<file path="config.mk">
export PLATFORM = sky130hd
export DESIGN_NAME = mmio_spi_master
export DESIGN_NICKNAME = d
export VERILOG_FILES = /design/src/rtl/spi_pkg.sv /design/src/rtl/sync_fifo.sv /design/src/rtl/mmio_spi_master.sv
export SDC_FILE = /design/constraint.sdc
export NUM_CORES = 1
export LEC_CHECK = 0
export ABC_AREA = 1
export CORE_MARGIN = 3
export CORE_UTILIZATION = 48
export DETAILED_ROUTE_END_ITERATION = 10
export DONT_BUFFER_PORTS = 1
export MAX_ROUTING_LAYER = met4
export PLACE_DENSITY_LB_ADDON = 0.15
export SLEW_MARGIN = 10
export SYNTH_ARGS = -nofsm -noshare
export SYNTH_HDL_FRONTEND = slang
export SYNTH_SLANG_ARGS = --single-unit
</file>
<file path="constraint.sdc">
create_clock -name clk -period 4.3 [get_ports clk]
set_input_delay 0.645 -clock clk [delete_from_list [all_inputs] [get_ports clk]]
set_output_delay 0.645 -clock clk [all_outputs]
set_load 0.01 [all_outputs]
</file>
<file path="src/rtl/spi_pkg.sv">
// Shared definitions for the MMIO SPI master: engine states, register offsets
// and status-register bit positions.
package spi_pkg;

    typedef enum logic [1:0] {
        IDLE,
        SHIFT,
        DONE
    } spi_state_t;

    localparam logic [11:0] DATA_OFS = 12'h500;
    localparam logic [11:0] STAT_OFS = 12'h501;

    localparam int unsigned STAT_DATA_AVAIL   = 0;
    localparam int unsigned STAT_BUFFER_EMPTY = 1;
    localparam int unsigned STAT_BUFFER_FULL  = 2;

    function automatic logic [7:0] status_byte(input logic data_avail,
                                               input logic buffer_empty,
                                               input logic buffer_full);
        logic [7:0] s;
        s = 8'h00;
        s[STAT_DATA_AVAIL]   = data_avail;
        s[STAT_BUFFER_EMPTY] = buffer_empty;
        s[STAT_BUFFER_FULL]  = buffer_full;
        return s;
    endfunction

endpackage

</file>
<file path="src/rtl/sync_fifo.sv">
// Synchronous FIFO with an extra pointer wrap bit; pushes to a full FIFO and
// pops from an empty one are ignored, judged on the pre-edge occupancy.
module sync_fifo #(
    parameter int unsigned WIDTH = 8,
    parameter int unsigned DEPTH = 4
) (
    input  logic                     clk,
    input  logic                     rst,
    input  logic                     push,
    input  logic                     pop,
    input  logic [WIDTH-1:0]         din,
    output logic [WIDTH-1:0]         head,
    output logic                     full,
    output logic                     empty,
    output logic [$clog2(DEPTH):0]   count
);

    localparam int unsigned AW = $clog2(DEPTH);
    localparam logic [AW:0] PTR_ONE = {{AW{1'b0}}, 1'b1};

    logic [WIDTH-1:0] mem [DEPTH];
    logic [AW:0]      wr_ptr;
    logic [AW:0]      rd_ptr;
    logic             do_push;
    logic             do_pop;

    assign full    = (wr_ptr[AW] != rd_ptr[AW]) && (wr_ptr[AW-1:0] == rd_ptr[AW-1:0]);
    assign empty   = (wr_ptr == rd_ptr);
    assign count   = wr_ptr - rd_ptr;
    assign head    = mem[rd_ptr[AW-1:0]];
    assign do_push = push && !full;
    assign do_pop  = pop && !empty;

    always_ff @(posedge clk) begin
        if (rst) begin
            wr_ptr <= '0;
            rd_ptr <= '0;
        end else begin
            if (do_push) wr_ptr <= wr_ptr + PTR_ONE;
            if (do_pop)  rd_ptr <= rd_ptr + PTR_ONE;
        end
    end

    always_ff @(posedge clk) begin
        if (do_push) mem[wr_ptr[AW-1:0]] <= din;
    end

endmodule

</file>
<file path="src/rtl/mmio_spi_master.sv">
// MMIO SPI master, mode 0, MSB first: TX FIFO feeds a shift engine whose
// received bytes land in an RX FIFO.
module mmio_spi_master
    import spi_pkg::*;
#(
    parameter int unsigned CLK_DIV  = 4,
    parameter int unsigned TX_DEPTH = 4,
    parameter int unsigned RX_DEPTH = 4
) (
    input  logic       clk,
    input  logic       rst,
    input  logic       spi_wr,
    input  logic       spi_rd,
    input  logic       spi_addr,
    input  logic [7:0] spi_din,
    input  logic       spi_ignore_response,
    output logic [7:0] spi_dout,
    output logic       spi_buffer_full,
    output logic       spi_buffer_empty,
    output logic       spi_data_avail,
    output logic       sclk,
    output logic       mosi,
    input  logic       miso,
    output logic       cs_n
);

    localparam int unsigned DW = (CLK_DIV > 1) ? $clog2(CLK_DIV) : 1;
    localparam logic [DW-1:0] DIV_LAST = DW'(CLK_DIV - 1);
    localparam logic [DW-1:0] DIV_ONE  = {{(DW-1){1'b0}}, 1'b1};

    spi_state_t state_q, state_d;
    logic [DW-1:0] div_q, div_d;
    logic [2:0]    bit_q, bit_d;
    logic [7:0]    shreg_q, shreg_d;
    logic [7:0]    rx_sh_q, rx_sh_d;
    logic          ign_q, ign_d;
    logic          sclk_q, sclk_d;
    logic          cs_n_q, cs_n_d;
    logic          load;

    logic                        tx_push, tx_pop, tx_full, tx_empty;
    logic                        rx_push, rx_pop, rx_full, rx_empty;
    logic [8:0]                  tx_head;
    logic [7:0]                  rx_head;
    logic [$clog2(TX_DEPTH):0]   tx_count;
    logic [$clog2(RX_DEPTH):0]   rx_count;

    assign tx_push = spi_wr && !spi_addr;
    assign rx_pop  = spi_rd && !spi_addr;

    sync_fifo #(.WIDTH(9), .DEPTH(TX_DEPTH)) u_tx_fifo (
        .clk   (clk),
        .rst   (rst),
        .push  (tx_push),
        .pop   (tx_pop),
        .din   ({spi_ignore_response, spi_din}),
        .head  (tx_head),
        .full  (tx_full),
        .empty (tx_empty),
        .count (tx_count)
    );

    sync_fifo #(.WIDTH(8), .DEPTH(RX_DEPTH)) u_rx_fifo (
        .clk   (clk),
        .rst   (rst),
        .push  (rx_push),
        .pop   (rx_pop),
        .din   (rx_sh_q),
        .head  (rx_head),
        .full  (rx_full),
        .empty (rx_empty),
        .count (rx_count)
    );

    always_comb begin
        state_d = state_q;
        div_d   = div_q;
        bit_d   = bit_q;
        shreg_d = shreg_q;
        rx_sh_d = rx_sh_q;
        ign_d   = ign_q;
        sclk_d  = sclk_q;
        cs_n_d  = cs_n_q;
        load    = 1'b0;
        tx_pop  = 1'b0;
        rx_push = 1'b0;

        unique case (state_q)
            IDLE: begin
                cs_n_d = 1'b1;
                load   = !tx_empty;
            end
            SHIFT: begin
                if (div_q == DIV_LAST) begin
                    div_d  = '0;
                    sclk_d = !sclk_q;
                    if (!sclk_q) begin
                        rx_sh_d = {rx_sh_q[6:0], miso};
                    end else begin
                        // Falling edge: next bit onto mosi; zeros shift in so
                        // mosi rests low once the byte is done.
                        shreg_d = {shreg_q[6:0], 1'b0};
                        bit_d   = bit_q + 3'd1;
                        if (bit_q == 3'd7) state_d = DONE;
                    end
                end else begin
                    div_d = div_q + DIV_ONE;
                end
            end
            DONE: begin
                rx_push = !ign_q && !rx_full;
                if (!tx_empty) begin
                    load = 1'b1;
                end else begin
                    cs_n_d  = 1'b1;
                    shreg_d = 8'h00;
                    state_d = IDLE;
                end
            end
            default: state_d = IDLE;
        endcase

        if (load) begin
            tx_pop  = 1'b1;
            shreg_d = tx_head[7:0];
            ign_d   = tx_head[8];
            cs_n_d  = 1'b0;
            div_d   = '0;
            bit_d   = 3'd0;
            sclk_d  = 1'b0;
            state_d = SHIFT;
        end
    end

    always_ff @(posedge clk) begin
        if (rst) begin
            state_q <= IDLE;
            div_q   <= '0;
            bit_q   <= 3'd0;
            shreg_q <= 8'h00;
            rx_sh_q <= 8'h00;
            ign_q   <= 1'b0;
            sclk_q  <= 1'b0;
            cs_n_q  <= 1'b1;
        end else begin
            state_q <= state_d;
            div_q   <= div_d;
            bit_q   <= bit_d;
            shreg_q <= shreg_d;
            rx_sh_q <= rx_sh_d;
            ign_q   <= ign_d;
            sclk_q  <= sclk_d;
            cs_n_q  <= cs_n_d;
        end
    end

    assign sclk             = sclk_q;
    assign mosi             = shreg_q[7];
    assign cs_n             = cs_n_q;
    assign spi_dout         = rx_empty ? 8'h00 : rx_head;
    assign spi_buffer_full  = tx_full;
    assign spi_buffer_empty = (tx_count == '0) && (state_q == IDLE);
    assign spi_data_avail   = (rx_count != '0);

endmodule

</file>
==> metrics.txt <==
status finished, final reports clean; DP Cell Count around 630; Core Util, Final a little over half; Post-layout nets 548; gr usage total a little under a fifth; vias about 3300; Gate Count Post-Synth about 520; vias in the first global route about 3000; total grt overflow 0; worst setup margin around 1800 ps; Final Slew Violations 0; Logic pwr share between 20% and 30%; Final GP Congestion just over 0.8; post-CTS setup buffers 0; H-tree depth 3; Finished Layout Cells 650; beginning of the critical path u_rx_fifo.wr_ptr[0]; Clock Skew between 10 and 15 ps; Fin. Hold Viols 0; achievable frequency between 300 and 400 MHz; Static Leak about 0.0021 uW; Synth area leader edfxtp_1; Worst EP arrival ~1900 ps; Peak VDD IR about 280 uV; number of port buffers 0; # DRC 0; first drt pass iteration count 4; Post-DRT Antenna Nets 0; CTS Hold Bufs 0; Final TNS setup 0 ps; P_int 1630 uW; Area growth syn-to-layout 5.76%; YS warnings 0; Critical Path End Type output port; min-delay worst type in2reg; area of the core between 9000 and 10000 um2; die area 11300 um2; detailed placement HPWL a little under 7000 um; synthesized cell area about 4800 um2; Crit Path Max Fanout 8; Post-Place Worst Slack 2020 ps; Clock transition at path regs 100 ps; Die Wd between 100 and 150 um; layout cells sized above 1 about 6%; crit path time final 2540 ps; critical path type reg2out; Pwr Density around 480 nW/um2; largest net degree at the start of global routing 27; clock latency on the worst-skew pair ~370 ps; Sw Share between 30 and 40%; Sequential Power Share roughly half; Worst setup SP type flip-flop; drt wl/cell between 10 and 15 um; syn_nets 553; Clock Path Buffers 2; worst reg2reg path startpoint u_tx_fifo.wr_ptr[0]; RSZ-0062 raised after global routing false; Yosys reg bits 110; Max Cap Viol 0; synth top area cells edfxtp_1 42%, dfxtp_1 17%, nand2_1 8.6%; Vias/cell a little over 5; final count of negative-setup-slack endpoints 0; Fill cells between 800 and 900; CTS tree yes; flop2flop setup slack between 2000 and 2500 ps; drt initial violations 260; final period utilization 59.0%; Worst Tran Pin Value between 700 and 800 ps; total clock sinks 110; Worst EP required 3650 ps; Syn Area/Cell slightly above 9 um2; drt total wl roughly 9400 um; CTS Buf Count 9; Max transition margin 47.7%; Power Total 2420 uW; Ports 29; first-pass GRT wire length roughly 15000 um; Clk network pwr share a little over a quarter; post_cts resized 0; number of antenna violations at the first check in global routing 0; post-synthesis cell type count 25; initial core utilization 50.7%; diode count 0; Worst R2R End u_tx_fifo.mem[1][5]; end of the critical path spi_dout[0]; worst-case reg-to-reg path depth 7; switching power approximately 790 uW; Seq/Total Area, Yosys 59.8%; site row count 35; Yosys top cell area share between 40% and 50%; Clock Tree Root clkbuf_8; Die H between 100 and 150 um
flip-flops by register name (all words and copies together), names as in the netlist, 3 cells and up, named ones only:
name	flops
u_rx_fifo.rd_ptr	3
rx_sh_q	8
u_tx_fifo.mem	36
u_rx_fifo.mem	32
bit_q	3
u_tx_fifo.wr_ptr	3
u_tx_fifo.rd_ptr	3
shreg_q	8
u_rx_fifo.wr_ptr	3
critical path, cell delays in order (launching register included):
cell and delay (ps):
dfxtp_1 400, inv_1 110, ha_1 280, nand2_1 60, inv_1 60, nand2_1 150, inv_1 170, a21oi_1 290
stage by stage:
stage	hold slack [ps]	area [um2]
after floorplan	443	4820
after global placement	453	4890
after detailed placement	464	4890
after CTS	314	5100
after global routing	304	5100
final	327	5100
worst min-delay path by stage:
stage              from         to  slack (ps)  cells past startpoint
2_1_floorplan  div_q[1]   div_q[1]         440                      2
3_5_place_dp   bit_q[2]   bit_q[2]         460                      2
4_1_cts             rst  flip-flop         310                      1
5_1_grt             rst  flip-flop         300                      1
6_report            rst  flip-flop         330                      1
3_3_place_gp   div_q[1]   div_q[1]         450                      2
synth_stat cells:
cell      number
nand2_1      111
nor2_1       101
edfxtp_1      68
inv_1         53
dfxtp_1       42
o21ai_0       36
a21oi_1       26
ha_1          17
nand3_1       13
nand4_1       12
buf_2          6
buf_4          5
inv_2          5
xor2_1         5
clkbuf_1       4
nand2_2        4
nor2_4         3
nand3_2        2
xnor2_1        2
a21oi_2        1
buf_6          1
clkinv_1       1
nor3_1         1
o21ai_1        1
o22ai_1        1
layer usage:
layer / part of all wire [%] / vias to the layer above / GRT usage (%)
met5: 0 / - / -
met4: 1.2 / 0 / 5.00
met3: 5.8 / 6 / 4.31
met2: 44 / 71 / 26.2
met1: 48 / 1520 / 26.2
li1: - / 1678 / -
area by class of cell:
cell class,count,area [um2],share of cell area [%]
flip-flops and latches,110,2880,56.5
multi-input cells,336,1620,31.8
inverters,59,221,4.34
well taps,129,161,3.16
clock buffers,9,124,2.43
clock inverters,7,86.3,1.69
power groups by stage:
stage                     registers, uW  clock network, uW  logic (uW)
after global placement             1270                  0         522
after floorplan                    1240                  0         472
after detailed placement           1270                  0         525
after CTS                          1250                667         528
after global routing               1260                720         608
final                              1250                653         526
logic make-up (layout without fill, tap and decap cells):
| group | count (synthesis) | count (layout) | synth area share, % |
|---|---|---|---|
| flip-flops | 110 | 110 | 59.8 |
| buffers and inverters | 75 | 75 | 6.54 |
| adder cells (fa/ha/maj) | 17 | 17 | 4.41 |
| AND/OR/NAND/NOR | 247 | 247 | 21.1 |
| AO/OA/AOI/OAI | 65 | 65 | 6.85 |
| XOR/XNOR | 7 | 7 | 1.27 |
placed cells by master, fill, tap and decap left out, drive strengths merged, types with 2 or more instances in the layout:
master,synthesis,routed
o21ai,37,37
nand4,12,12
nor2,104,104
clkinv,1,2
nand2,115,115
xnor2,2,2
inv,58,62
edfxtp,68,68
xor2,5,5
dfxtp,42,42
nand3,15,15
clkbuf,4,9
a21oi,27,27
ha,17,17
(Power assumes the default switching activity.)
